`src/rtl/layer_compositor.sv`:
```
// Per-pixel layer compositor: folds a stream of sprite samples into one pixel,
// then emits the composited colour when a z == 0 background sample closes it.
module layer_compositor #(
    parameter int                 MY_X      = 0,
    parameter int                 MY_Y      = 0,
    parameter int                 TILE_LOG2 = 4,
    parameter int                 COLOR_W   = 8,
    parameter int                 Z_W       = 8,
    parameter logic [COLOR_W-1:0] KEY       = '1
) (
    input  logic                              clk,
    input  logic                              reset_n,
    input  logic                              i_valid,
    output logic                              o_in_ready,
    input  logic [(1<<TILE_LOG2)*COLOR_W-1:0] i_texture_data,
    input  logic [TILE_LOG2:0]                i_start_x,
    input  logic [TILE_LOG2:0]                i_start_y,
    input  logic [Z_W-1:0]                    i_position_z,
    input  logic                              i_mode,
    output logic                              o_valid,
    input  logic                              i_out_ready,
    output logic [COLOR_W-1:0]                o_color,
    output logic [Z_W-1:0]                    o_depth,
    output logic [3:0]                        o_layers
);

    localparam int T = 1 << TILE_LOG2;
    localparam logic [TILE_LOG2-1:0] MX = MY_X[TILE_LOG2-1:0];
    localparam logic [TILE_LOG2-1:0] MY = MY_Y[TILE_LOG2-1:0];

    logic                 hit_q, hit_d;
    logic [COLOR_W-1:0]   acc_color_q, acc_color_d;
    logic [Z_W-1:0]       acc_z_q, acc_z_d;
    logic [3:0]           cnt_q, cnt_d;
    logic                 o_valid_q, o_valid_d;
    logic [COLOR_W-1:0]   o_color_q, o_color_d;
    logic [Z_W-1:0]       o_depth_q, o_depth_d;
    logic [3:0]           o_layers_q, o_layers_d;

    logic [TILE_LOG2:0]   dx, dy;
    logic                 in_win;
    logic [COLOR_W-1:0]   texels [T];
    logic [COLOR_W-1:0]   texel;
    logic                 opaque;
    logic                 accept;
    logic                 close_px;
    logic                 add_layer;
    logic                 takes_over;

    for (genvar k = 0; k < T; k++) begin : g_texel
        assign texels[k] = i_texture_data[k*COLOR_W +: COLOR_W];
    end

    // The prepended 1 absorbs the borrow: it survives (top bit set) exactly when
    // the sprite origin is at or before this pixel, and the low bits give the
    // texel offset into the sprite row.
    assign dx     = {1'b1, MX} - i_start_x;
    assign dy     = {1'b1, MY} - i_start_y;
    assign in_win = dx[TILE_LOG2] && dy[TILE_LOG2];
    assign texel  = texels[dx[TILE_LOG2-1:0]];
    assign opaque = (texel != KEY);

    assign o_in_ready = !o_valid_q || i_out_ready;
    assign accept     = i_valid && o_in_ready;
    assign close_px   = accept && (i_position_z == '0);
    assign add_layer  = accept && (i_position_z != '0) && in_win && opaque;
    assign takes_over = !hit_q || (i_position_z > acc_z_q) ||
                        ((i_position_z == acc_z_q) && !i_mode);

    always_comb begin
        hit_d       = hit_q;
        acc_color_d = acc_color_q;
        acc_z_d     = acc_z_q;
        cnt_d       = cnt_q;
        o_valid_d   = o_valid_q;
        o_color_d   = o_color_q;
        o_depth_d   = o_depth_q;
        o_layers_d  = o_layers_q;

        if (o_valid_q && i_out_ready) begin
            o_valid_d = 1'b0;
        end

        if (close_px) begin
            o_valid_d  = 1'b1;
            o_color_d  = hit_q ? acc_color_q : texel;
            o_depth_d  = hit_q ? acc_z_q : '0;
            o_layers_d = cnt_q;
            hit_d      = 1'b0;
            acc_z_d    = '0;
            cnt_d      = 4'd0;
        end else if (add_layer) begin
            cnt_d = (cnt_q == 4'hF) ? cnt_q : cnt_q + 4'd1;
            if (takes_over) begin
                hit_d       = 1'b1;
                acc_color_d = texel;
                acc_z_d     = i_position_z;
            end
        end
    end

    always_ff @(posedge clk or negedge reset_n) begin
        if (!reset_n) begin
            hit_q       <= 1'b0;
            acc_color_q <= KEY;
            acc_z_q     <= '0;
            cnt_q       <= 4'd0;
            o_valid_q   <= 1'b0;
            o_color_q   <= KEY;
            o_depth_q   <= '0;
            o_layers_q  <= 4'd0;
        end else begin
            hit_q       <= hit_d;
            acc_color_q <= acc_color_d;
            acc_z_q     <= acc_z_d;
            cnt_q       <= cnt_d;
            o_valid_q   <= o_valid_d;
            o_color_q   <= o_color_d;
            o_depth_q   <= o_depth_d;
            o_layers_q  <= o_layers_d;
        end
    end

    assign o_valid  = o_valid_q;
    assign o_color  = o_color_q;
    assign o_depth  = o_depth_q;
    assign o_layers = o_layers_q;

endmodule
```
`config.mk`:
```
export PLATFORM = sky130hd
export DESIGN_NAME = layer_compositor
export DESIGN_NICKNAME = d
export VERILOG_FILES = /design/src/rtl/layer_compositor.sv
export SDC_FILE = /design/constraint.sdc
export NUM_CORES = 1
export LEC_CHECK = 0
export CAP_MARGIN = 20
export CORE_MARGIN = 5
export CORE_UTILIZATION = 29
export CTS_CLUSTER_DIAMETER = 80
export DETAILED_ROUTE_END_ITERATION = 8
export MAX_ROUTING_LAYER = met4
export PLACE_DENSITY = 0.62
export SLEW_MARGIN = 20
export SYNTH_ARGS = -nofsm -noshare
export SYNTH_HDL_FRONTEND = slang
export SYNTH_SLANG_ARGS = --single-unit
export TNS_END_PERCENT = 30
```
`constraint.sdc`:
```
create_clock -name clk -period 2.96 [get_ports clk]
set_input_delay 0.592 -clock clk [delete_from_list [all_inputs] [get_ports clk]]
set_output_delay 0.592 -clock clk [all_outputs]
set_load 0.05 [all_outputs]
```
# == Yosys cells after proc, flatten, opt, wreduce, memory -nomap -nowiden ==
# Index checks and enable logic that the tools add are counted.
# word_totals
regBits,42
out_inout_bits,22
in_bits,151
word_cells,57
# classes
reduce_logical,22
magnitude_cmp,2
n_mux,16
eq_ne,4
bitwise_logic,2
n_addsub,3
# ops
cell,count
$mux 8,7
$bmux 8 s4,1
$mux 4,3
$sub 5x5->5 const A,2
$eq 8x8->1,1
$gt 8x8->1,1
$logic_and 1x1->1,8
$logic_not 8->1,1
$ne 8x8->1 const B,1
$reduce_bool 8->1,1
$reduce_bool 2->1,3
$ge 5x5->1 const B,1
$mux 1,5
$not 4->5,1
$add 4x1->4 const B,1
$eq 4x4->1 const B,1
$reduce_and 2->1,2
$logic_not 1->1,3
$logic_or 1x1->1,3
$reduce_and 3->1,1
$ne 2x2->1 const B,1
$not 1->1,1

# == Depth between registers and ports, before layout ==
# logic_depth
ltp_word,9
mapped_depth,12
ltp_nobuf,8

# == Worst setup path before layout ==
# Ideal clock, no wire load.
# synth_path
path_type,input to register
startpoint,input i_start_x[0]
endpoint,register acc_color_q[2]
arrival_ns,3.236
path_slack_ns,-0.351
cell_stages,10
path_cell_list,buf_6 > inv_2 > ha_1 > xor2_4 > mux4_1 > nor4_2 > a211oi_4 > o22ai_4 > buf_12 > mux2i_1
# synth_via
elab_chain_len,8
word_cells_on_any_way,10
# synth_lines
item,line_no,text
start: declaration,16,"input logic [TILE_LOG2:0] i_start_x,"
$sub 5x5->5 (*),57,"assign dx = {1'b1, MX} - i_start_x;"
$not 4->5 (not written as such),60,assign texel = texels[dx[TILE_LOG2-1:0]];
$bmux 8 s4,60,
$mux 8 (not written as such) (2 in a row),60,
$ne 8x8->1,61,assign opaque = (texel != KEY);
$logic_and 1x1->1,66,assign add_layer = accept && (i_position_z != '0) && in_win && opaque;
$reduce_and 3->1 (no line),n/a,
end signal: assignment,114,acc_color_q <= acc_color_d;
end: declaration,32,"logic [COLOR_W-1:0] acc_color_q, acc_color_d;"
# Every way passes the cells marked *; elsewhere a longest branch is shown, timed or not. The select of a mux whose other input is x is not followed.
# A chain may end at the register's enable or synchronous reset.

# == Worst setup path after layout ==
# layout_path
startpoint,input i_start_x[1]
endpoint,register acc_color_q[5]
# The elaborated chain is that of the path after synthesis.

==> metrics <==
CTS Buf Count=5; first-pass GRT wire length=17600 um; clock share of power=0.203; Most used DFF post-synth=dfrtp_1; Syn Area/Cell=10.9 um2; Peak VDD IR=263 uV; Final Setup Violations=0; count of final hold-check violations=0; largest family of logic cells by synthesized area=multiplexers; Die Y=120 um; commonest non-fill, non-tap cell in the layout=clkdlybuf4s50_1; Max clock buf depth=2; HP Class=in2async; Least-Margin Pin Slew=0.936 ns; RD Place Congestion=0.868; grt total ovfl=0; switching share of total power=0.322; register area share after synthesis=0.308; first-iteration detailed-routing DRC count=60; Post-CTS Hold Buffers=0; Distinct cells, synth=46; Critical Path Sink Type=flip-flop; dpl ws=-0.562 ns; RSZ-0062 raised after global routing=no; fin nets=695; I/O Pins=173; hold_ws=0.453 ns; Post-Synth Adder-Cell Area=0.0360; clk slew on worst S/H paths=0.06 ns; DR pass1 iterations=4; Max Cap Viol=0; Finished Layout Cells=682; Setup TNS Final=0 ns; initial antenna violation count=0; clock latency at the later pin of the worst-skew pair=0.28 ns; hpwl dp=9330 um; combinational power share=0.458; core area=11900 um2; Worst slew margin=0.376; most frequent cells in the layout=clkdlybuf4s50_1, mux2i_1, buf_4, nand2_1, dfrtp_1; largest net degree at the start of global routing=53; fill cell count=1112; vias in the first global route=3606; post-synthesis mux area share=0.386; crit-path max FO=6; overall power=2.66 mW; die area=14300 um2; #FFs+latches synth=42; Synth Net Count=480; Required @ worst endpoint=3.16 ns; Tmin final=2.82 ns; pwr dens=452 nW/um2; Async SR Flop Fraction=1.00; Area after DPL=5620 um2; GRT Util Overall=0.155; WL final=10900 um; Max H-tree Level=2; Post-Syn Area=3480 um2; Synth Area in XOR/XNOR=0.0201; Sink Count=42; Final Core Density=0.495; Slew Limit Fails=0; CP Launch Type=input port; Avg Vias per Cell=4.72; Starting Density=0.293; area grow syn2layout=68.8%; synth warn=0; EDFF count, synth=0; Leak=2.70 nW; Site Rows=40; Arr. time, crit path=3.03 ns; final instance area=5870 um2; P_sw=0.856 mW; CTS tree=done; post-route ant nets=0; Synth Area in Compound Gates=0.0773; Fmax achieved=354 MHz; Syn Inst Count=319; setup ws final=0.136 ns; post-route clock period utilization=0.954; Clock Skew=0.00445 ns; via count of the routed design=3219; clock root cell=clkbuf_16; Inst Count DP=665; antenna cells=0; status=finished clean; register share of total power=0.339; die width=120 um; Port-buffer cells=172; DRC=0; layout cells sized above 1=0.230; Int Power=1.80 mW; post-synthesis simple-gate area fraction=0.0975; WS Path Type=in2reg; routed len/inst=16.0 um
## layer usage
| layer | routed length, um | track usage | vias up |
|---|---|---|---|
| li1 | - | - | 1579 |
| met1 | 4560 | 0.182 | 1503 |
| met2 | 5500 | 0.276 | 130 |
| met3 | 810 | 0.0401 | 7 |
| met4 | 60 | 0.0193 | 0 |
| met5 | 0 | - | - |
## path summary, 6_finish.rpt
kind / start / slack (ns) / endpoint / cells after the start
min in group clk: acc_color_q[1]$_DFFE_PN1P_ / 0.47 / acc_color_q[1]$_DFFE_PN1P_ / 2
min: reset_n / 0.45 / o_valid$_DFFE_PN0P_ / 1
max reg2reg: acc_z_q[3]$_DFFE_PN0P_ / 0.63 / acc_color_q[5]$_DFFE_PN1P_ / 9
min reg2reg: acc_color_q[1]$_DFFE_PN1P_ / 0.47 / acc_color_q[1]$_DFFE_PN1P_ / 2
max in group asynchronous: reset_n / 1.92 / acc_z_q[4]$_DFFE_PN0P_ / 1
max: i_start_x[1] / 0.14 / acc_color_q[5]$_DFFE_PN1P_ / 11
## cells in the mapped netlist (2+ instances only)
master	n	share of area
a21oi_1	8	0.012
and3_1	2	0.0036
buf_12	2	0.012
buf_6	6	0.019
clkbuf_1	8	0.0086
dfrtp_1	26	0.19
dfstp_2	16	0.12
ha_1	10	0.036
inv_1	25	0.027
mux2_2	8	0.026
mux2_4	3	0.013
mux2i_1	83	0.24
mux4_1	4	0.030
mux4_2	12	0.078
nand2_1	39	0.042
nand2b_1	2	0.0036
nand3_1	2	0.0029
nor2_1	9	0.0097
nor2b_1	3	0.0054
nor4_1	3	0.0054
o21a_1	2	0.0043
o21ai_0	17	0.024
o31ai_1	3	0.0065
or4_1	2	0.0043
xnor2_1	3	0.0076
## what timing repair did
action,in CTS,in global routing
cloned,0,1
setup endpoints to repair,21,18
gates resized for setup,12,8
pin swaps,4,5
buffers inserted,7,1
## state kept, by name, summed over array words and instances, names as in the netlist
register     cells
o_layers         4
o_valid          1
acc_z_q          8
o_color          8
acc_color_q      8
hit_q            1
cnt_q            4
o_depth          8
## critical path: stages
cell and delay (ns):
clkbuf_2 0.10, inv_2 0.04, ha_4 0.17, xor2_4 0.26
buf_6 0.15, mux4_2 0.53, nor4_4 0.34, a211oi_4 0.12
o22ai_4 0.26, buf_6 0.16, mux2_4 0.29
## cells by family after synthesis
group	count (synthesis)
xor gates and xnor gates	5
adders and majority gates	10
muxes	110
DFF	42
buffers and inverters	45
and+or+nand+nor	68
AOI/OAI and AO/OA	39
## layout make-up
class	instances	area, um2	area share
clock inverters	1	5.00	0.000852
flip-flops and latches	42	1070	0.182
repair buffers	227	2180	0.372
inverters	26	110	0.0188
multi-input cells	232	2180	0.371
clock buffers	7	143	0.0243
well taps	147	184	0.0313
## power by group through the flow
| stage | registers, mW | clock network, mW | logic [mW] |
|---|---|---|---|
| 6_report | 0.899 | 0.540 | 1.22 |
| 2_1_floorplan | 0.943 | 0 | 0.648 |
| 5_1_grt | 0.923 | 0.578 | 1.35 |
| 4_1_cts | 0.900 | 0.554 | 1.22 |
| 3_3_place_gp | 0.898 | 0 | 1.15 |
| 3_5_place_dp | 0.908 | 0 | 1.19 |
Power figures use the tool's default switching activity.
